--- config.mk ---
export PLATFORM = sky130hd
export DESIGN_NAME = int_ctrl
export DESIGN_NICKNAME = d
export VERILOG_FILES = /design/src/rtl/int_ctrl.sv
export SDC_FILE = /design/constraint.sdc
export NUM_CORES = 1
export LEC_CHECK = 0
export ABC_AREA = 1
export BUFFER_PORTS_ARGS = -buffer_cell sky130_fd_sc_hd__buf_2
export CAP_MARGIN = 20
export CELL_PAD_IN_SITES_DETAIL_PLACEMENT = 0
export CELL_PAD_IN_SITES_GLOBAL_PLACEMENT = 1
export CORE_MARGIN = 2
export CORE_UTILIZATION = 35
export CTS_BUF_LIST = sky130_fd_sc_hd__clkbuf_16
export CTS_CLUSTER_SIZE = 30
export DETAILED_ROUTE_END_ITERATION = 7
export PLACE_DENSITY = 0.7
export SLEW_MARGIN = 10
export SYNTH_ARGS = -nofsm -noshare
export SYNTH_HDL_FRONTEND = slang
export SYNTH_SLANG_ARGS = --single-unit
--- constraint.sdc ---
create_clock -name clk -period 2.85 [get_ports clk]
set_input_delay 0.57 -clock clk [delete_from_list [all_inputs] [get_ports clk]]
set_output_delay 0.57 -clock clk [all_outputs]
set_load 0.1 [all_outputs]
--- src/rtl/int_ctrl.sv ---
`default_nettype none
// ============================================================================
// Module   : int_ctrl
// Brief    : Fixed-priority interrupt controller with edge/level sources,
//            in-service nesting and a claim/complete register window.
// Revision : 1.0
// ============================================================================
module int_ctrl #(
    parameter int NUM_SRC = 8
) (
    input  logic               clk,
    input  logic               rst,
    input  logic [NUM_SRC-1:0] src,
    input  logic               cs,
    input  logic               rd,
    input  logic               wr,
    input  logic [1:0]         addr,
    input  logic [31:0]        data_in,
    output logic [31:0]        data_out,
    output logic               data_oe,
    output logic               irq
);

    localparam logic [1:0] c_ADDR_PENDING = 2'd0;
    localparam logic [1:0] c_ADDR_ENABLE  = 2'd1;
    localparam logic [1:0] c_ADDR_CLAIM   = 2'd2;
    localparam logic [1:0] c_ADDR_MODE    = 2'd3;

    logic [NUM_SRC-1:0] r_sync1;
    logic [NUM_SRC-1:0] r_sync2;
    logic [NUM_SRC-1:0] r_s_d;
    logic [NUM_SRC-1:0] r_pending;
    logic [NUM_SRC-1:0] r_enable;
    logic [NUM_SRC-1:0] r_mode;
    logic [NUM_SRC-1:0] r_inserv;
    logic               r_irq;

    logic [NUM_SRC-1:0] w_eligible;
    logic [NUM_SRC-1:0] w_req;
    logic [NUM_SRC-1:0] w_pend_nxt;
    logic [NUM_SRC-1:0] w_srv_nxt;
    logic [4:0]         w_best;
    logic               w_any;
    logic               w_rd_sel;
    logic               w_wr_sel;
    logic               w_claim;
    logic               w_complete;
    logic [4:0]         w_cmp_raw;
    logic [4:0]         w_cmp_id;
    logic [31:0]        w_rdata;
    logic               w_unused;

    assign w_eligible = r_pending & r_enable;
    assign w_rd_sel   = cs & rd;
    assign w_wr_sel   = cs & wr;
    assign w_unused   = &{1'b0, data_in};

    // A source requests only if no in-service bit sits at or above its priority
    always_comb begin
        logic v_blocked;
        v_blocked = 1'b0;
        w_req     = '0;
        w_best    = '0;
        for (int i = 0; i < NUM_SRC; i++) begin
            if (r_inserv[i]) begin
                v_blocked = 1'b1;
            end
            w_req[i] = w_eligible[i] & ~v_blocked;
        end
        for (int i = NUM_SRC - 1; i >= 0; i--) begin
            if (w_req[i]) begin
                w_best = 5'(i);
            end
        end
    end

    assign w_any = |w_req;

    // Claim side effect is suppressed when a write shares the cycle
    assign w_claim    = w_rd_sel & ~wr & (addr == c_ADDR_CLAIM) & w_any;
    assign w_cmp_raw  = data_in[4:0];
    assign w_complete = w_wr_sel & (addr == c_ADDR_CLAIM) & (w_cmp_raw != 5'd0)
                        & (w_cmp_raw <= 5'(NUM_SRC));
    assign w_cmp_id   = w_cmp_raw - 5'd1;

    for (genvar gi = 0; gi < NUM_SRC; gi++) begin : g_src
        logic w_set;
        logic w_clr;
        logic w_srv_set;
        logic w_srv_clr;

        assign w_set     = r_sync2[gi] & ~r_s_d[gi];
        assign w_clr     = (w_claim && (w_best == 5'(gi)))
                           || (w_wr_sel && (addr == c_ADDR_PENDING) && data_in[gi]);
        assign w_srv_set = w_claim && (w_best == 5'(gi));
        assign w_srv_clr = w_complete && (w_cmp_id == 5'(gi));

        // Edge bits: set has priority over a same-cycle clear; level bits track s
        assign w_pend_nxt[gi] = r_mode[gi] ? (w_set | (r_pending[gi] & ~w_clr))
                                           : r_sync2[gi];
        assign w_srv_nxt[gi]  = w_srv_set | (r_inserv[gi] & ~w_srv_clr);
    end

    always_ff @(posedge clk or posedge rst) begin
        if (rst) begin
            r_sync1   <= '0;
            r_sync2   <= '0;
            r_s_d     <= '0;
            r_pending <= '0;
            r_enable  <= '0;
            r_mode    <= '0;
            r_inserv  <= '0;
            r_irq     <= 1'b0;
        end else begin
            r_sync1   <= src;
            r_sync2   <= r_sync1;
            r_s_d     <= r_sync2;
            r_pending <= w_pend_nxt;
            r_inserv  <= w_srv_nxt;
            r_irq     <= w_any;
            if (w_wr_sel && (addr == c_ADDR_ENABLE)) begin
                r_enable <= data_in[NUM_SRC-1:0];
            end
            if (w_wr_sel && (addr == c_ADDR_MODE)) begin
                r_mode <= data_in[NUM_SRC-1:0];
            end
        end
    end

    always_comb begin
        w_rdata = '0;
        case (addr)
            c_ADDR_PENDING: w_rdata = 32'(r_pending);
            c_ADDR_ENABLE:  w_rdata = 32'(r_enable);
            c_ADDR_CLAIM:   w_rdata = w_any ? {27'd0, w_best + 5'd1} : 32'd0;
            c_ADDR_MODE:    w_rdata = 32'(r_mode);
            default:        w_rdata = '0;
        endcase
    end

    assign data_out = w_rd_sel ? w_rdata : 32'd0;
    assign data_oe  = w_rd_sel;
    assign irq      = r_irq;

endmodule
`default_nettype wire
Yosys cells after proc, flatten, opt, wreduce, memory -nomap -nowiden --
Index checks and enable logic that the tools add are counted. Widths: inputs -> output; s select.
Word-level totals: register bits 57, logic and storage cells 185, memories 0, output and inout port bits 34, latch bits 0, ROM bits 0, input bits 47, bits in writable memories 0
Operators by class: $add $sub $neg 2, multiply operators 0, order comparisons 1, eq/ne operators 17, mux-type cells 27, bitwise operators 90, div/mod/pow operators 0, reduce and logical (&&, ||, !) cells 40, shifts and indexed selects 0
Operators by type and width (number):
- $pmux 32 s4 | 1
- $and 1x1->1 | 40
- $eq 5x3->1 const B | 8
- $mux 5 | 8
- $not 1->1 | 33
- $mux 32 | 1
- $logic_and 1x1->1 | 27
- $eq 5x2->1 const B | 4
- $mux 1 | 16
- $or 1x1->1 | 16
- $eq 5x1->1 const B | 2
- $logic_not 5->1 | 2
- $and 8x8->8 | 1
- $logic_or 1x1->1 | 8
- $reduce_or 8->1 | 1
- $add 5x1->5 const B | 1
- $le 5x4->1 const B | 1
- $reduce_bool 5->1 | 1
- $sub 5x1->5 const B | 1
- $eq 2x2->1 const B | 2
- $mux 3 | 1
- $eq 2x1->1 const B | 1
- $logic_not 2->1 | 1

Logic depth before layout (Yosys ltp) --
Gate-level depths: netlist of run 1.
word-level depth 25, mapped depth 15

Worst setup path before layout of run 1 --
Ideal clock, no wire load.
path type reg-to-output, from register r_inserv[1], to output data_out[2], stages on the path, launching flop included 12, setup slack -0.700 ns, buffers on the path 0, data arrival time 2.980 ns, path through dfrtp_1 nor2_4 nand2_2 nor2_4 nand4_2 nand2_1 nor2_2 o21bai_4 nor2_4 ha_1 nand2_1 a21oi_1
Between the ends: word-level cells in the longest chain between the ends 21
RTL lines:
- from (decl) | RTL line 35 | logic [NUM_SRC-1:0] r_inserv;
- from (signal assigned) | RTL line 119 | r_inserv <= w_srv_nxt;
- $mux 1 (*) | RTL line 65 | if (r_inserv[i]) begin
- $mux 1 (6 in a row) | RTL line 65
- $not 1->1 | RTL line 68 | w_req[i] = w_eligible[i] & ~v_blocked;
- $and 1x1->1 | RTL line 68
- $mux 3 | RTL line 71 | if (w_req[i]) begin
- $mux 5 (7 in a row) | RTL line 71
- $add 5x1->5 | RTL line 135 | c_ADDR_CLAIM: w_rdata = w_any ? {27'd0, w_best + 5'd1} : 32'd0;
- $mux 5 (*) | RTL line 135
- $pmux 32 s4 (*) | RTL line 132 | case (addr)
- $mux 32 (*) | RTL line 141 | assign data_out = w_rd_sel ? w_rdata : 32'd0;
- to (decl) | RTL line 19 | output logic [31:0] data_out,
Every way passes the cells marked *; elsewhere a longest branch is shown, timed or not. The select of a mux whose other input is x is not followed.

Final worst setup path of run 1 --
from register r_inserv[1], to output data_out[1]
Same word-level chain as after synthesis.

==> summary.txt, run 1 <==
Critical path
  – WS Path Type: reg -> out
  – Critical Path RT: 2.28 ns
  – Most Frequent Cell on Critical Path: nor2_4
  – Slowest CP cell: dfrtp_1
  – CP top delay family: simple AND/OR/NAND/NOR gates
  – Crit-path max FO: 3
  – Worst setup SP type: flop
  – Critical Path Max Stage Delay: approximately 0.4 ns
  – Critical path data arrival time: 2.41 ns
  – Critical-path cell list: nor2_4 -> nand4_4 -> nor2_4 -> buf_4 -> nand3_4 -> nor2_4 -> o21bai_4 -> inv_2 -> ha_4 -> or2_4 -> a21oi_4 -> buf_12
  – Bufs and invs on worst path: 3
  – Kind of end point of the critical path: output pin

Global route
  – First-pass GRT wire length: 10980 µm
  – GRT Util Overall: 16.64%
  – Vias in the first global route: 2176
  – Pin count of the biggest net entering global routing: 24
  – Gr ovfl total: 0
  – Initial antenna violation count: 0

Route
  – Post-DR wirelength/cell: 14.21 µm
  – ANT nets after route: 0
  – Post-route DRC: 0
  – Pre-Repair DR Iteration Count: 4
  – Via count: 2275
  – Initial drt markers: 76
  – Vias per cell: 4.671
  – Total length of routed wires: 6919 µm

STA
  – Final worst slack: -0.1349 ns
  – Final clock skew: 0.005731 ns
  – Pins over their slew limit: 0
  – Final hold vios: 0
  – Final setup violation count: 3
  – Max_slew headroom: a little over three fifths
  – RSZ-0062 raised after global routing: true
  – Tmin final: 2.985 ns
  – Final period utilization: 104.7%
  – Max Clk Rate: 335.0 MHz
  – Slew of the pin with the lowest slew margin: 0.5490 ns

Run
  – Number of max-cap violations: 0

Layout
  – Final Cell Area: 0.003677 mm²
  – Final #Nets: ~430
  – # fillers: 816
  – Fraction of layout instances using a drive strength above 1: slightly below 30%
  – Final core occ: between 40% and 50%
  – Area Overhead vs Synth: 27.78%
  – Ant. Diodes: 0

Clocking
  – Clock sink count: 57
  – Longest Clk Path Bufs: 2
  – Total CTS buffers: 9
  – CTS Hold Bufs: 0
  – Worst-Skew Late Latency: 0.33 ns
  – H-tree lvl count: 3
  – Clk slew on worst S/H paths: 0.05 ns
  – TritonCTS clock tree: done
  – CTS root buf: clkbuf_16

Hold path
  – Tightest Hold Check Type: in -> async

Power
  – Maximum vdd drop: 408.1 µV
  – Pwr/cell area: 975.4 mW/mm²
  – Leak pwr: 1.799 nW
  – Final Power: 3.587 mW

Synthesis
  – Seq/Total Area, Yosys: 49.57%
  – Yosys warns: 0
  – Post-synthesis cell count: 322
  – Synthesized cell area: about 0.0029 mm²
  – Avg Synthesized Cell Area: 8.937 µm²
  – Synth unique cells: 32
  – EDFF count, synth: 0
  – Asr flop ratio synth: 100.0%
  – Prevailing post-synth register cell: dfrtp_1
  – Register bit total from synthesis: 57

Floorplan
  – Io pins: 81
  – Die area: roughly 0.009 mm²
  – Die X: 94.68 µm
  – Vert. Die Dim: 94.68 µm
  – Core area: 0.008093 mm²
  – Site Rows: 33
  – Initial Utilization: 35.56%

Place
  – Buffers on Ports: 32
  – DP HPWL: between 4000 and 5000 µm
  – Area after DPL: ~0.0032 mm²
  – Dpl ws: 0.1338 ns
  – Placer Congestion: 0.8395

Status
  – Failing checks: negative setup slack
  – Status: finished with violations
-- per-layer routing --
layer,up-vias,global-route usage (%),part of all wire (%)
met5,-,0,0
met3,13,4.789,4.4
met1,1105,21.41,45
met2,59,26.95,48
met4,0,5.556,1.7
li1,1098,-,-
-- logic make-up after synthesis --
kind of cell / count (synthesis) / share of synthesized area [%]
buffers and inverters: 66 / 11.78
muxes: 2 / 0.7826
adders and majority gates: 4 / 1.739
and+or+nand+nor: 142 / 25.44
AOI/OAI and AO/OA: 50 / 10.57
other: 1 / 0.1303
DFF: 57 / 49.57
-- layout make-up --
cell class	count	area [µm²]	area share, %
tap	105	131.4	3.573
sequential	57	1426	38.79
timing repair buffer	47	340.3	9.255
inverter	40	150.1	4.083
multi-input combinational	222	1316	35.79
clock inverter	7	87.58	2.382
clock buffer	9	225.2	6.125
-- placed cells by master, fill, tap and decap left out, drive strengths merged --
cell      count
or2           1
bufinv        2
o211ai        3
o21bai        1
ha            4
buf          47
conb         24
inv          40
nand3        20
clkinv        3
nor3          1
a221oi        3
o21ai        32
nand3b        1
clkinvlp      2
o31ai         1
dfrtp        57
mux2          2
clkbuf        9
nor2         22
nand4         7
nand2        90
a21oi        10
-- report_power, final --
part	leakage (nW)	internal, mW	switching [mW]
clock	0.154	0.756	0.374
sequential	0.682	0.946	0.103
combinational	0.963	0.501	0.907
total	1.80	2.20	1.38
-- flip-flops by register name, summed over array words and instances, names as in the netlist --
signal     cells
r_mode         8
r_pending      8
r_inserv       8
r_enable       8
r_s_d          8
r_sync1        8
irq            1
r_sync2        8
-- Yosys cell counts, types with 3 or more instances --
cell	n	area (µm²)
nand2_1	80	300.3
dfrtp_1	57	1426
inv_1	36	135.1
buf_4	24	180.2
o21ai_0	23	115.1
nand3_1	14	70.07
nor2_1	10	37.54
a21oi_1	7	35.03
nor2_2	7	43.79
o21ai_1	7	35.03
nand2_2	6	37.54
nand3_2	6	60.06
nor2_4	5	56.30
ha_1	4	50.05
nand2_4	4	45.04
nand4_1	4	25.02
a21oi_2	3	26.28
a221oi_1	3	26.28
nand4_2	3	37.54
o211ai_1	3	22.52
-- per-stage QoR --
| stage | setup TNS (ns) | hold WS (ns) | instances |
|---|---|---|---|
| finish | -0.2885 | 0.2929 | 487 |
| global route | -0.6502 | 0.3232 | 487 |
| CTS | -0.4154 | 0.3078 | 486 |
| detailed placement | 0 | 0.3355 | 464 |
| global placement | 0 | 0.3322 | 464 |
| floorplan | -0.1922 | 0.3312 | 345 |
-- path summary, 6_finish.rpt --
| kind | cells past startpoint | endpoint | slack [ns] | startpoint |
|---|---|---|---|---|
| min | 2 | r_s_d[5] | 0.29 | rst |
| max in group asynchronous | 3 | r_sync1[2] | 1.91 | rst |
| min in group clk | 0 | r_sync2[7] | 0.34 | r_sync1[7] |
| max reg2reg | 17 | r_pending[5] | 0.66 | r_inserv[1] |
| min reg2reg | 0 | r_sync2[7] | 0.34 | r_sync1[7] |
| max | 12 | data_out[1] | -0.13 | r_inserv[1] |
-- repair_timing --
action | CTS | global route
endpoints found under the setup margin | 3 | 4
pin swaps | 9 | 11
resized for setup | 14 | 6
buffers inserted | 6 | 1
(Power assumes the default switching activity.)
==> run 2, diff against run 1 <==
Settings changed: CORE_MARGIN 2 to default.
==> summary.txt, run 2 (same netlist as run 1, synthesis figures left out) <==
Place
  – Buffers on Ports: 32 (unchanged)
  – Dpl ws: 0.1381 ns (+0.004339 ns)
  – Area after DPL: 0.003198 mm² (-0.12%)
  – Placer Congestion: 0.8402 (about the same)
  – DP HPWL: 4833 µm (-1.9%)

Critical path
  – Critical Path RT: 2.28 ns (about the same)
  – Kind of end point of the critical path: output pin
  – Critical path data arrival time: 2.41 ns (about the same)
  – Crit-path max FO: 3 (unchanged)
  – Worst setup SP type: flop
  – WS Path Type: reg -> out

Power
  – Clk pwr share: 29.6% (-1.9 points)
  – Psw: 1.328 mW (-4.1%)
  – Comb power frac: 39.4% (+0.2 points)
  – Final Power: 3.397 mW (-5.3%)
  – Register share of total power: 30.9% (+1.7 points)
  – Pwr/cell area: 943.0 mW/mm² (-3.3%)
  – Sw Ratio: 39.09% (+0.51 points)
  – Leak pwr: 1.754 nW (-2.5%)
  – Maximum vdd drop: 350.4 µV (-14%)
  – Internal Power: 2.069 mW (-6.1%)

Route
  – ANT nets after route: 0 (unchanged)
  – Initial drt markers: 180 (+140%)
  – Total length of routed wires: 6663 µm (-3.7%)
  – Via count: 2235 (-1.8%)
  – Pre-Repair DR Iteration Count: 4 (unchanged)
  – Vias per cell: 4.647 (-0.53%)
  – Post-route DRC: 0 (unchanged)
  – Post-DR wirelength/cell: 13.85 µm (-2.5%)

Clocking
  – CTS root buf: clkbuf_16
  – Clock sink count: 57 (unchanged)
  – Clk slew on worst S/H paths: 0.05 ns (about the same)
  – Worst-Skew Late Latency: 0.32 ns (about the same)
  – TritonCTS clock tree: done
  – Longest Clk Path Bufs: 2 (unchanged)
  – Total CTS buffers: 9 (unchanged)
  – H-tree lvl count: 3 (unchanged)

Floorplan
  – Io pins: 81 (unchanged)
  – Die area: 0.008589 mm² (-4.2%)
  – Die X: 92.68 µm (-2.1%)
  – Vert. Die Dim: 92.68 µm (-2.1%)
  – Core area: 0.007848 mm² (-3.0%)
  – Initial Utilization: 36.67% (+1.1 points)
  – Site Rows: 32 (-3.0%)

Global route
  – Gr ovfl total: 0 (unchanged)
  – Initial antenna violation count: 0 (unchanged)
  – Vias in the first global route: 2194 (+0.83%)
  – Pin count of the biggest net entering global routing: 25 (+4.2%)
  – GRT Util Overall: 17.41% (+0.76 points)
  – First-pass GRT wire length: 11030 µm (+0.51%)

STA
  – Setup TNS: -0.2708 ns (+0.01777 ns)
  – Final setup violation count: 4 (+1)
  – Slew of the pin with the lowest slew margin: 0.5234 ns (-0.02561 ns)
  – Pins over their slew limit: 0 (unchanged)
  – RSZ-0062 raised after global routing: true
  – Max Clk Rate: 335.4 MHz (+0.12%)
  – Final hold vios: 0 (unchanged)
  – Final period utilization: 104.6% (-0.13 points)
  – Final worst slack: -0.1312 ns (+0.003707 ns)
  – Max_slew headroom: 65.07% (+1.8 points)
  – Tmin final: 2.981 ns (-0.003707 ns)
  – Final clock skew: 0.006066 ns (+0.0003352 ns)
  – WHS: 0.2358 ns (-0.05713 ns)

Run
  – Number of max-cap violations: 0 (unchanged)

Layout
  – Most frequent cells in the layout: nand2_1, dfrtp_1, inv_1
  – Final Cell Area: 0.003602 mm² (-2.0%)
  – Commonest non-fill, non-tap cell in the layout: nand2_1
  – Area Overhead vs Synth: 25.17%
  – Ant. Diodes: 0 (unchanged)
  – Fraction of layout instances using a drive strength above 1: 28.50% (-1.3 points)
  – Final #Nets: 427 (-0.23%)

Status
  – Failing checks: negative setup slack
  – Status: finished with violations

Hold path
  – Tightest Hold Check Type: in -> async
-- run 2: changes by cell type in the layout (fill, tap and decap cells not counted), sizes merged --
cell and change:
inv -2, clkinv +2, bufinv -1, buf -1, clkinvlp -1
-- run 2: metal layers --
| layer | up-vias | GRT usage, % | share of wire, % | routed length, µm |
|---|---|---|---|---|
| met5 | - | 0 | 0 | 0 |
| li1 | 1097 | - | - | - |
| met4 | 0 | 10.51 | 3.3 | 221 |
| met2 | 58 | 26.42 | 47 | 3129 |
| met1 | 1062 | 22.80 | 46 | 3061 |
| met3 | 18 | 3.612 | 3.8 | 251 |
-- run 2: power by group through the flow --
| stage | combinational, mW | clock (mW) | sequential (mW) |
|---|---|---|---|
| after floorplan | 0.864 | 0 | 1.09 |
| after global placement | 1.12 | 0 | 1.06 |
| after detailed placement | 1.13 | 0 | 1.06 |
| after CTS | 1.32 | 1.03 | 1.05 |
| after global routing | 1.47 | 1.07 | 1.07 |
| final | 1.34 | 1.01 | 1.05 |
-- run 2: what timing repair did --
item | CTS | global route
hold buffers | 0 | 0
pin swaps | 11 | 5
gates resized for setup | 12 | 2
setup buffers | 5 | 1
endpoints found under the setup margin | 3 | 4
-- run 2: through the flow --
| stage | util (%) | cells |
|---|---|---|
| after floorplan | - | 345 |
| after global placement | 40.75 | 461 |
| after detailed placement | 40.75 | 461 |
| after CTS | 45.60 | 480 |
| after global routing | 45.90 | 481 |
| final | 45.90 | 481 |
-- run 2: final cells by class --
cell class                 count  area, µm²
clock buffer                   9      225.2
sequential                    57       1426
multi-input combinational    222       1295
timing repair buffer          46      329.1
fill                         777       4245
tap                          102      127.6
inverter                      40      150.1
clock inverter                 5      48.80
-- run 2: worst max-delay path, cell delays in order (launching register included) --
cell      delay (ns)
dfrtp_1         0.40
nor2_4          0.17
nand4_4         0.10
nor2_4          0.13
buf_4           0.13
nand3_4         0.08
nor2_4          0.12
o21bai_4        0.09
buf_6           0.13
nor2_4          0.15
ha_4            0.15
nand2_2         0.07
a21oi_4         0.18
buf_12          0.19
-- run 2: path summary, 6_finish.rpt --
check | from | end | slack, ns | cells past startpoint
worst min register to register | r_sync1[5] | r_sync2[5] | 0.34 | 0
worst max register to register | r_inserv[1] | r_pending[5] | 0.65 | 17
max in group asynchronous | rst | r_pending[2] | 1.96 | 3
min in group clk | r_sync1[5] | r_sync2[5] | 0.34 | 0
worst max-delay path | r_inserv[1] | data_out[2] | -0.13 | 13
worst min-delay path | rst | r_s_d[5] | 0.24 | 2
